## src/rtl/fetch_pkg.sv

```systemverilog
// Shared types and constants for the instruction-fetch control block.
package fetch_pkg;

  typedef enum logic [1:0] {
    S_IDLE = 2'd0,
    S_REQ  = 2'd1,
    S_HOLD = 2'd2
  } fetch_state_t;

  localparam int unsigned PC_INC = 4;
  localparam int unsigned CNT_W = 16;
  localparam logic [31:0] DEFAULT_RESET_VECTOR = 32'h0000_0000;

endpackage

```

## src/rtl/fetch_if.sv

```systemverilog
// Memory request/response, decode handshake and redirect signals of the fetch unit.
interface fetch_if #(
  parameter int unsigned N = 32
);
  import fetch_pkg::*;

  logic             mem_req;
  logic [N-1:0]     mem_addr;
  logic             mem_ack;
  logic [N-1:0]     mem_rdata;
  logic             instr_valid;
  logic [N-1:0]     instr;
  logic [N-1:0]     instr_pc;
  logic             dec_ready;
  logic             branch_taken;
  logic [N-1:0]     branch_target;
  logic [CNT_W-1:0] fetch_cnt;

  modport master (
    output mem_req, mem_addr, instr_valid, instr, instr_pc, fetch_cnt,
    input  mem_ack, mem_rdata, dec_ready, branch_taken, branch_target
  );

  modport slave (
    input  mem_req, mem_addr, instr_valid, instr, instr_pc, fetch_cnt,
    output mem_ack, mem_rdata, dec_ready, branch_taken, branch_target
  );

endinterface

```

## src/rtl/pc_reg.sv

```systemverilog
// Program counter register with synchronous active-low reset and load enable.
module pc_reg #(
  parameter int unsigned    N           = 32,
  parameter logic [N-1:0]   RESET_VALUE = '0
) (
  input  logic         clk,
  input  logic         rst,
  input  logic         load,
  input  logic [N-1:0] d,
  output logic [N-1:0] q
);

  always_ff @(posedge clk) begin
    if (!rst) begin
      q <= RESET_VALUE;
    end else if (load) begin
      q <= d;
    end
  end

endmodule

```

## src/rtl/fetch_control.sv

```systemverilog
// Single-outstanding instruction fetch FSM with decode handshake and branch redirect.
module fetch_control
  import fetch_pkg::*;
#(
  parameter int unsigned  N            = 32,
  parameter logic [N-1:0] RESET_VECTOR = N'(DEFAULT_RESET_VECTOR)
) (
  input logic      clk,
  input logic      rst,
  fetch_if.master  bus
);

  fetch_state_t     state_q;
  logic [N-1:0]     pc;
  logic [N-1:0]     pc_next;
  logic             pc_load;
  logic [N-1:0]     instr_q;
  logic [N-1:0]     instr_pc_q;
  logic [CNT_W-1:0] cnt_q;
  logic             mem_req_q;
  logic             valid_q;

  // Redirect wins over a completing fetch; the low two target bits are dropped.
  always_comb begin
    pc_load = 1'b0;
    pc_next = pc;
    if (bus.branch_taken) begin
      pc_load = 1'b1;
      pc_next = bus.branch_target & ~N'(3);
    end else if (state_q == S_REQ && bus.mem_ack) begin
      pc_load = 1'b1;
      pc_next = pc + N'(PC_INC);
    end
  end

  pc_reg #(
    .N           (N),
    .RESET_VALUE (RESET_VECTOR)
  ) u_pc_reg (
    .clk  (clk),
    .rst  (rst),
    .load (pc_load),
    .d    (pc_next),
    .q    (pc)
  );

  // mem_req and instr_valid are registered alongside the state they decode.
  always_ff @(posedge clk) begin
    if (!rst) begin
      state_q    <= S_IDLE;
      instr_q    <= '0;
      instr_pc_q <= '0;
      cnt_q      <= '0;
      mem_req_q  <= 1'b0;
      valid_q    <= 1'b0;
    end else if (bus.branch_taken) begin
      state_q   <= S_REQ;
      mem_req_q <= 1'b1;
      valid_q   <= 1'b0;
    end else begin
      unique case (state_q)
        S_IDLE: begin
          state_q   <= S_REQ;
          mem_req_q <= 1'b1;
          valid_q   <= 1'b0;
        end
        S_REQ: begin
          if (bus.mem_ack) begin
            instr_q    <= bus.mem_rdata;
            instr_pc_q <= pc;
            state_q    <= S_HOLD;
            mem_req_q  <= 1'b0;
            valid_q    <= 1'b1;
          end
        end
        S_HOLD: begin
          if (bus.dec_ready) begin
            cnt_q     <= cnt_q + 1'b1;
            state_q   <= S_REQ;
            mem_req_q <= 1'b1;
            valid_q   <= 1'b0;
          end
        end
        default: begin
          state_q   <= S_IDLE;
          mem_req_q <= 1'b0;
          valid_q   <= 1'b0;
        end
      endcase
    end
  end

  assign bus.mem_req     = mem_req_q;
  assign bus.mem_addr    = pc;
  assign bus.instr_valid = valid_q;
  assign bus.instr       = instr_q;
  assign bus.instr_pc    = instr_pc_q;
  assign bus.fetch_cnt   = cnt_q;

endmodule
```

## src/flat_wrapper.sv

```systemverilog
// flat-port wrapper written by rule: the top's interface ports become plain ports
module fetch_control_flat import fetch_pkg::*;
#(
  parameter int unsigned  N            = 32,
  parameter logic [N-1:0] RESET_VECTOR = N'(DEFAULT_RESET_VECTOR)
)
  (clk, rst, bus_mem_req, bus_mem_addr, bus_instr_valid, bus_instr, bus_instr_pc, bus_fetch_cnt, bus_mem_ack, bus_mem_rdata, bus_dec_ready, bus_branch_taken, bus_branch_target);
  fetch_if #(.N(N)) bus_i ();
  input logic clk;
  input logic rst;
  output wire logic [$bits(bus_i.mem_req)-1:0] bus_mem_req;
  output wire logic [$bits(bus_i.mem_addr)-1:0] bus_mem_addr;
  output wire logic [$bits(bus_i.instr_valid)-1:0] bus_instr_valid;
  output wire logic [$bits(bus_i.instr)-1:0] bus_instr;
  output wire logic [$bits(bus_i.instr_pc)-1:0] bus_instr_pc;
  output wire logic [$bits(bus_i.fetch_cnt)-1:0] bus_fetch_cnt;
  input wire logic [$bits(bus_i.mem_ack)-1:0] bus_mem_ack;
  input wire logic [$bits(bus_i.mem_rdata)-1:0] bus_mem_rdata;
  input wire logic [$bits(bus_i.dec_ready)-1:0] bus_dec_ready;
  input wire logic [$bits(bus_i.branch_taken)-1:0] bus_branch_taken;
  input wire logic [$bits(bus_i.branch_target)-1:0] bus_branch_target;
  assign bus_mem_req = bus_i.mem_req;
  assign bus_mem_addr = bus_i.mem_addr;
  assign bus_instr_valid = bus_i.instr_valid;
  assign bus_instr = bus_i.instr;
  assign bus_instr_pc = bus_i.instr_pc;
  assign bus_fetch_cnt = bus_i.fetch_cnt;
  assign bus_i.mem_ack = bus_mem_ack;
  assign bus_i.mem_rdata = bus_mem_rdata;
  assign bus_i.dec_ready = bus_dec_ready;
  assign bus_i.branch_taken = bus_branch_taken;
  assign bus_i.branch_target = bus_branch_target;
  fetch_control #(.N(N), .RESET_VECTOR(RESET_VECTOR)) u_core (.clk(clk), .rst(rst), .bus(bus_i));
endmodule
```

## config.mk

```make
export PLATFORM = sky130hd
export DESIGN_NAME = fetch_control_flat
export DESIGN_NICKNAME = d
export VERILOG_FILES = /design/src/rtl/fetch_pkg.sv /design/src/rtl/fetch_if.sv /design/src/rtl/pc_reg.sv /design/src/rtl/fetch_control.sv /design/src/flat_wrapper.sv
export SDC_FILE = /design/constraint.sdc
export NUM_CORES = 1
export LEC_CHECK = 0
export ABC_CLOCK_PERIOD_IN_PS = 2900
export CORE_ASPECT_RATIO = 1.25
export CORE_MARGIN = 5
export CORE_UTILIZATION = 35
export DETAILED_ROUTE_END_ITERATION = 8
export PLACE_DENSITY = 0.68
export SLEW_MARGIN = 20
export SYNTH_ARGS = -nofsm -noshare
export SYNTH_HDL_FRONTEND = slang
export SYNTH_HIERARCHICAL = 1
export SYNTH_SLANG_ARGS = --single-unit
export TNS_END_PERCENT = 1
```

## constraint.sdc

```tcl
create_clock -name clk -period 2.9 [get_ports clk]
set_clock_uncertainty 0.05 [all_clocks]
set_input_delay 0.58 -clock clk [delete_from_list [all_inputs] [get_ports clk]]
set_output_delay 0.58 -clock clk [all_outputs]
set_load 0.03 [all_outputs]
```

==> results.md, run 1 <==
* Outcome: complete, no violations
* Die ar. at 18,900 sq um
* Peak Freq at 415 MHz
* Synth top area cells: dfxtp_1 (41%), nand2_1 (11%), a21boi_0 (8.7%)
* GRT overflow at 0
* CP Launch Type: flop
* Switching pwr at 1.09 mW
* Layout cells sized above 1 at 7.23%
* Setup tns final at 0 ns
* Top-area cell type share of the netlist area at 41.0%
* Seq cells post-synth at 116
* Die height at 152 um
* CTS tree: done
* Sw Ratio at 25.1%
* Final wirelength at 16,900 um
* Post-DRT Antenna Nets at 0
* Detailed placement HPWL at 11,700 um
* Placement Rows at 52
* H-tree depth at 4
* Mean area per synthesized cell at 8.31 sq um
* DP Cell Count at 1,055
* Clock power share at 46.9%
* Max-cap check violation count at 0
* Setup-failing EPs final at 0
* Syn Inst Count at 682
* Slew Limit Fails at 0
* Critical Path AT at 2.71 ns
* Resized cells post-CTS at 0
* Area Growth Syn to Fin at 46.8%
* Top_reg_cell synth: dfxtp_1
* Number of port buffers at 180
* Vias per std cell at 4.95
* Clk buf depth at 2
* Root buffer cell: clkbuf_16
* Post-synthesis sequential area ratio at 41.0%
* Vias in the first global route at 5,158
* # IOs at 183
* Syn Nets at 753
* DRT iter0 DRCs at 362
* Dominant cell type by area after synthesis: dfxtp_1
* # Post-CTS Setup Buffers at 0
* Cell area after synthesis at 5670 sq um
* Final Core Density at 51.8%
* Dpl ws at 0.157 ns
* Crit path capture type: flop
* Routability cong. at 0.799
* Tot Pwr at 4.33 mW
* Combinational share of power at 13.5%
* Global-route wire length before repair at 27,000 um
* Endpoints failing hold at 0
* Clock Pin Slew Worst Setup and Hold Paths at 0.06 ns
* Clk Latency, worst-skew pair at 0.41 ns
* Power density cells at 520 nW/um^2
* DR pass1 iterations at 4
* Placed instance area at 7750 sq um
* Ys async rst share at 0%
* Post-synth EDFFs at 0
* Leakage Power at 2.94 nW
* Layout Cell Area excl Fill at 8320 sq um
* Flop pwr share at 39.6%
* Final non-filler cell total at 1,088
* Crit Path Category: reg -> reg
* Die width at 124 um
* YS warnings at 6
* Max FO, Critical Path at 32
* Largest net degree at the start of global routing at 56
* RSZ-0062 raised after global routing: false
* Overall via count from detail_route at 5,389
* Setup ws final at 0.493 ns
* Core Region at 16,100 sq um
* CTS sink count at 116
* P_int at 3.24 mW
* Slew @ Worst Pin at 0.511 ns
* GRT Overall Usage at 18.0%
* Starting density of the core at 35.3%
* Min Hold Slack at 0.408 ns
* Total CTS buffers at 17
* Final net count at 929
* Max IR drop VDD at 347 uV
* Tcrit/Tclk final at 83.0%
* WL/cell at 15.5 um
* HP Class: reg -> reg
* Critical Path RT at 3.20 ns
* Fin crit period at 2.41 ns
* Hold buffers post-CTS at 0
* Initial antenna violation count at 1
* Drt drc at 0
* Slew HR at 66.0%
* Count of cell types in the netlist at 47
## kinds of logic after synthesis
group                    count (synthesis)  synth area share, %
multiplexers                            38                 6.73
AO/OA/AOI/OAI                          124                 15.5
AND/OR/NAND/NOR                        331                 28.8
buffers and inverters                   53                 4.72
adder cells (fa/ha/maj)                  2                0.441
flip-flops                             116                 41.0
XOR/XNOR                                18                 2.78
## layout by cell type (no fill, tap or decap), types with 4 or more instances in the layout
| cell type | netlist | routed |
|---|---|---|
| inv_1 | 5 | 5 |
| o311ai_0 | 4 | 4 |
| o41ai_1 | 4 | 4 |
| nand4_1 | 13 | 13 |
| a31oi_1 | 15 | 15 |
| clkbuf_16 | 0 | 17 |
| o21ai_0 | 17 | 17 |
| xor2_1 | 8 | 8 |
| and2_1 | 10 | 10 |
| clkdlybuf4s50_1 | 0 | 179 |
| or3_1 | 5 | 5 |
| xnor2_1 | 10 | 10 |
| dfxtp_1 | 116 | 116 |
| mux2i_1 | 37 | 37 |
| buf_4 | 0 | 19 |
| nand2b_1 | 7 | 7 |
| nand2_1 | 168 | 166 |
| nand3_1 | 19 | 19 |
| nor2b_1 | 38 | 38 |
| o31ai_1 | 11 | 11 |
| nor4_1 | 8 | 8 |
| and4_1 | 4 | 4 |
| nor2_1 | 18 | 17 |
| or4_1 | 16 | 16 |
| buf_12 | 3 | 5 |
| nor3_1 | 8 | 8 |
| clkinv_2 | 0 | 4 |
| and3_1 | 5 | 5 |
| clkbuf_1 | 38 | 4 |
| a21boi_0 | 66 | 66 |
## path summary, 6_finish.rpt
check,startpoint,to,slack (ns),depth (start not counted)
min,u_core/bus.instr_pc[27],u_core/bus.instr_pc[27],0.41,2
max reg2reg,u_core/u_pc_reg/q[7],u_core/u_pc_reg/q[21],0.49,6
max,u_core/u_pc_reg/q[7],u_core/u_pc_reg/q[21],0.49,6
min reg2reg,u_core/bus.instr_pc[27],u_core/bus.instr_pc[27],0.41,2
## cell usage after synthesis, drive strengths merged (2+ instances only)
master / count
nand2: 168
dfxtp: 116
a21boi: 66
clkbuf: 39
nor2b: 38
mux2i: 37
nand3: 19
nor2: 18
o21ai: 17
or4: 16
a31oi: 15
nand4: 14
o31ai: 11
and2: 10
xnor2: 10
buf: 8
nor3: 8
nor4: 8
xor2: 8
nand2b: 7
inv: 6
or3: 6
and3: 5
and4: 4
o311ai: 4
o41ai: 4
a21oi: 2
ha: 2
nor3b: 2
o31a: 2
or2: 2
## state kept, by name (all words and copies together) (netlist names)
name	flops
u_core/bus.instr	32
u_core/u_pc_reg/q	32
u_core/bus.instr_pc	32
u_core/bus.mem_req	1
u_core/bus.instr_valid	1
u_core/bus.fetch_cnt	16
u_core/state_q	2
## routing by layer
metal	global-route usage (%)	vias up	wire [um]
li1	-	2723	-
met4	5.49	0	208
met2	30.9	128	8670
met1	21.0	2524	6960
met3	5.94	14	1030
met5	0	-	0
## critical path, cell delays in order, from the launching register on
cell     delay, ns
dfxtp_1       0.49
nand4_2       0.22
or3_4         0.58
or4_1         0.54
a31oi_1       0.24
mux2i_1       0.11
nor2b_1       0.11
## power by group through the flow
stage	clock network, mW	logic, mW	registers (mW)
3_5_place_dp	0	0.586	1.75
2_1_floorplan	0	0.224	1.83
5_1_grt	2.16	0.625	1.72
6_report	2.03	0.583	1.71
4_1_cts	2.09	0.588	1.71
3_3_place_gp	0	0.583	1.75
## cell type report
type / instances / area [sq um]
Fill cell: 1575 / 7750
Multi-Input combinational cell: 513 / 3090
Sequential cell: 116 / 2320
Timing Repair Buffer: 204 / 2040
Clock buffer: 23 / 468
Tap cell: 216 / 270
Clock inverter: 9 / 104
Inverter: 6 / 22.5
Antenna cell: 1 / 2.50
Note: power is estimated with default switching activity, not from simulation.
==> run 2, diff against run 1 <==
- ABC_CLOCK_PERIOD_IN_PS: 2900 -> 2500
- clock period: 2.9 -> 2.5 ns (I/O delays scaled with it)
==> run 2 against run 1 <==
Critical path depth unchanged. First-iteration DRC count shrank 13%. Register-to-register slack got worse by 0.24 ns. Combinational power up 25%. Power up 15%. Clock power increased by 12%. Fmax rose by 6.9%. Via count increased by 0.54%. Worst setup slack got worse by 0.24 ns. Sequential share of layout area decreased by 0.45 points. Global-route usage rose by 0.41 points. Utilization is 0.85 points higher. Largest power group unchanged.
==> results.md, run 2 (synthesis results as in run 1) <==
* Outcome: complete, no violations
* Crit path buffers/inverters at 0 (unchanged)
* Global-route wire length before repair at 27,700 um (+2.8%)
* Critical Path RT at 2.79 ns (-0.41 ns)
* Tcrit/Tclk final at 90.0% (+7.0 points)
* CP max stage cell: or4_1
* Placement Rows at 52 (unchanged)
* Setup ws final at 0.249 ns (-0.244 ns)
* CTS sink count at 116 (unchanged)
* Dpl ws at -0.114 ns (-0.270 ns)
* Critical Path Max Stage Delay at 0.65 ns (+0.07 ns)
* Reg2Reg Setup Slack at 0.25 ns (-0.24 ns)
* Starting density of the core at 35.3% (unchanged)
* Power density cells at 588 nW/um^2 (+13%)
* Clk buf depth at 2 (unchanged)
* RSZ-0062 raised after global routing: false
* Slew HR at 67.7% (+1.7 points)
* Tot Pwr at 4.97 mW (+15%)
* CTS tree: done
* Metal1 wirelength at 7200 um (+3.4%)
* WL met3 at 897 um (-13%)
* Layout cells sized above 1 at 9.22% (+2.0 points)
* Post-DRT Antenna Nets at 0 (unchanged)
* Most frequent cells in the layout: clkdlybuf4s50_1 (179), nand2_1 (166), dfxtp_1 (116)
* H-tree depth at 4 (unchanged)
* Clock Pin Slew Worst Setup and Hold Paths at 0.05 ns (about the same)
* Max layer used: met4
* CP Launch Type: flop
* Die ar. at 18,900 sq um (unchanged)
* Cell mode on critical path: or4_1
* Final wirelength at 17,100 um (+1.1%)
* Clk Latency, worst-skew pair at 0.41 ns (about the same)
* DR WL met2 at 8610 um (-0.73%)
* Crit Path Category: reg -> reg
* ANT cells at 0 (-1)
* GRT overflow at 0 (unchanged)
* Critical Path AT at 2.54 ns (-0.17 ns)
* Max FO, Critical Path at 7 (-78%)
* Crit path capture type: flop
* Die height at 152 um (unchanged)
* GRT Overall Usage at 18.4% (+0.41 points)
* Routability cong. at 0.809 (+1.3%)
* Hold buffers post-CTS at 0 (unchanged)
* Vias per std cell at 4.90 (-1.0%)
* Detailed placement HPWL at 11,900 um (+1.8%)
* DRT iter0 DRCs at 316 (-13%)
* Crit path max-delay family: simple AND/OR/NAND/NOR gates
* Setup-failing EPs final at 0 (unchanged)
* HP Class: reg -> reg
* Total CTS buffers at 17 (unchanged)
* WL/cell at 15.4 um (-0.44%)
* Vias in the first global route at 5,475 (+6.1%)
* # IOs at 183 (unchanged)
* Resized cells post-CTS at 0 (unchanged)
* # Post-CTS Setup Buffers at 0 (unchanged)
* Slew Limit Fails at 0 (unchanged)
* Overall via count from detail_route at 5,418 (+0.54%)
* Slew @ Worst Pin at 0.478 ns (-0.0328 ns)
* Core Region at 16,100 sq um (unchanged)
* Crit-path cells: nand4_1 -> or4_1 -> or4_1 -> a31oi_1 -> mux2i_1 -> nor2b_1
* Leakage Power at 3.02 nW (+2.8%)
* Max-cap check violation count at 0 (unchanged)
* Max IR drop VDD at 354 uV (+1.9%)
* Endpoints failing hold at 0 (unchanged)
* Peak Freq at 444 MHz (+6.9%)
* Commonest non-fill, non-tap cell in the layout: clkdlybuf4s50_1
* Die width at 124 um (unchanged)
* Largest net degree at the start of global routing at 57 (+1.8%)
* Root buffer cell: clkbuf_16
* Drt drc at 0 (unchanged)
* Fin crit period at 2.25 ns (-0.156 ns)
* Area Growth Syn to Fin at 49.2%
* Final net count at 948 (+2.0%)
* Initial antenna violation count at 0 (-1)
* Number of port buffers at 180 (unchanged)
* DR pass1 iterations at 4 (unchanged)
-- run 2: area by class of cell --
cell class,count,area (sq um)
clock buffers,23,478
clock inverters,8,77.6
fillers,1560,7610
inverters,6,22.5
multi-input cells,513,3090
flip-flops and latches,116,2320
well taps,216,270
repair buffers,223,2190
-- run 2: worst min-delay path, delay by kind of cell, from the launching register on --
family / cells / cell delay (ns)
DFF: 1 / 0.30
and+or+nand+nor: 1 / 0.04
AOI/OAI and AO/OA: 1 / 0.06
-- run 2: routing by layer --
metal	up-vias	track usage, %
met5	-	0
met4	0	6.65
met3	22	4.49
met2	133	31.7
met1	2506	21.8
li1	2757	-
-- run 2: stage by stage --
stage / setup TNS [ns] / std cells / cell area, sq um / util, % / hold WS, ns
floorplan: 0 / 682 / 5670 / - / 0.531
global placement: -0.486 / 1074 / 7900 / 49.2 / 0.399
detailed placement: -0.843 / 1074 / 7900 / 49.2 / 0.405
CTS: 0 / 1105 / 8460 / 52.6 / 0.413
global route: 0 / 1105 / 8460 / 52.6 / 0.435
finish: 0 / 1105 / 8460 / 52.6 / 0.409
-- run 2: worst paths after layout --
kind | from | end | depth (start not counted)
worst max-delay path | u_core/u_pc_reg/q[24] | u_core/u_pc_reg/q[27] | 6
worst min-delay path | u_core/bus.instr[28] | u_core/bus.instr[28] | 2
worst max register to register | u_core/u_pc_reg/q[24] | u_core/u_pc_reg/q[27] | 6
worst min register to register | u_core/bus.instr[28] | u_core/bus.instr[28] | 2
-- run 2: power breakdown --
group	switching, mW	total [mW]	internal [mW]	leakage, nW
logic	0.373	0.729	0.356	1.82
clock network	0.845	2.28	1.43	0.257
registers	0.0506	1.96	1.91	0.943
total	1.27	4.97	3.70	3.02
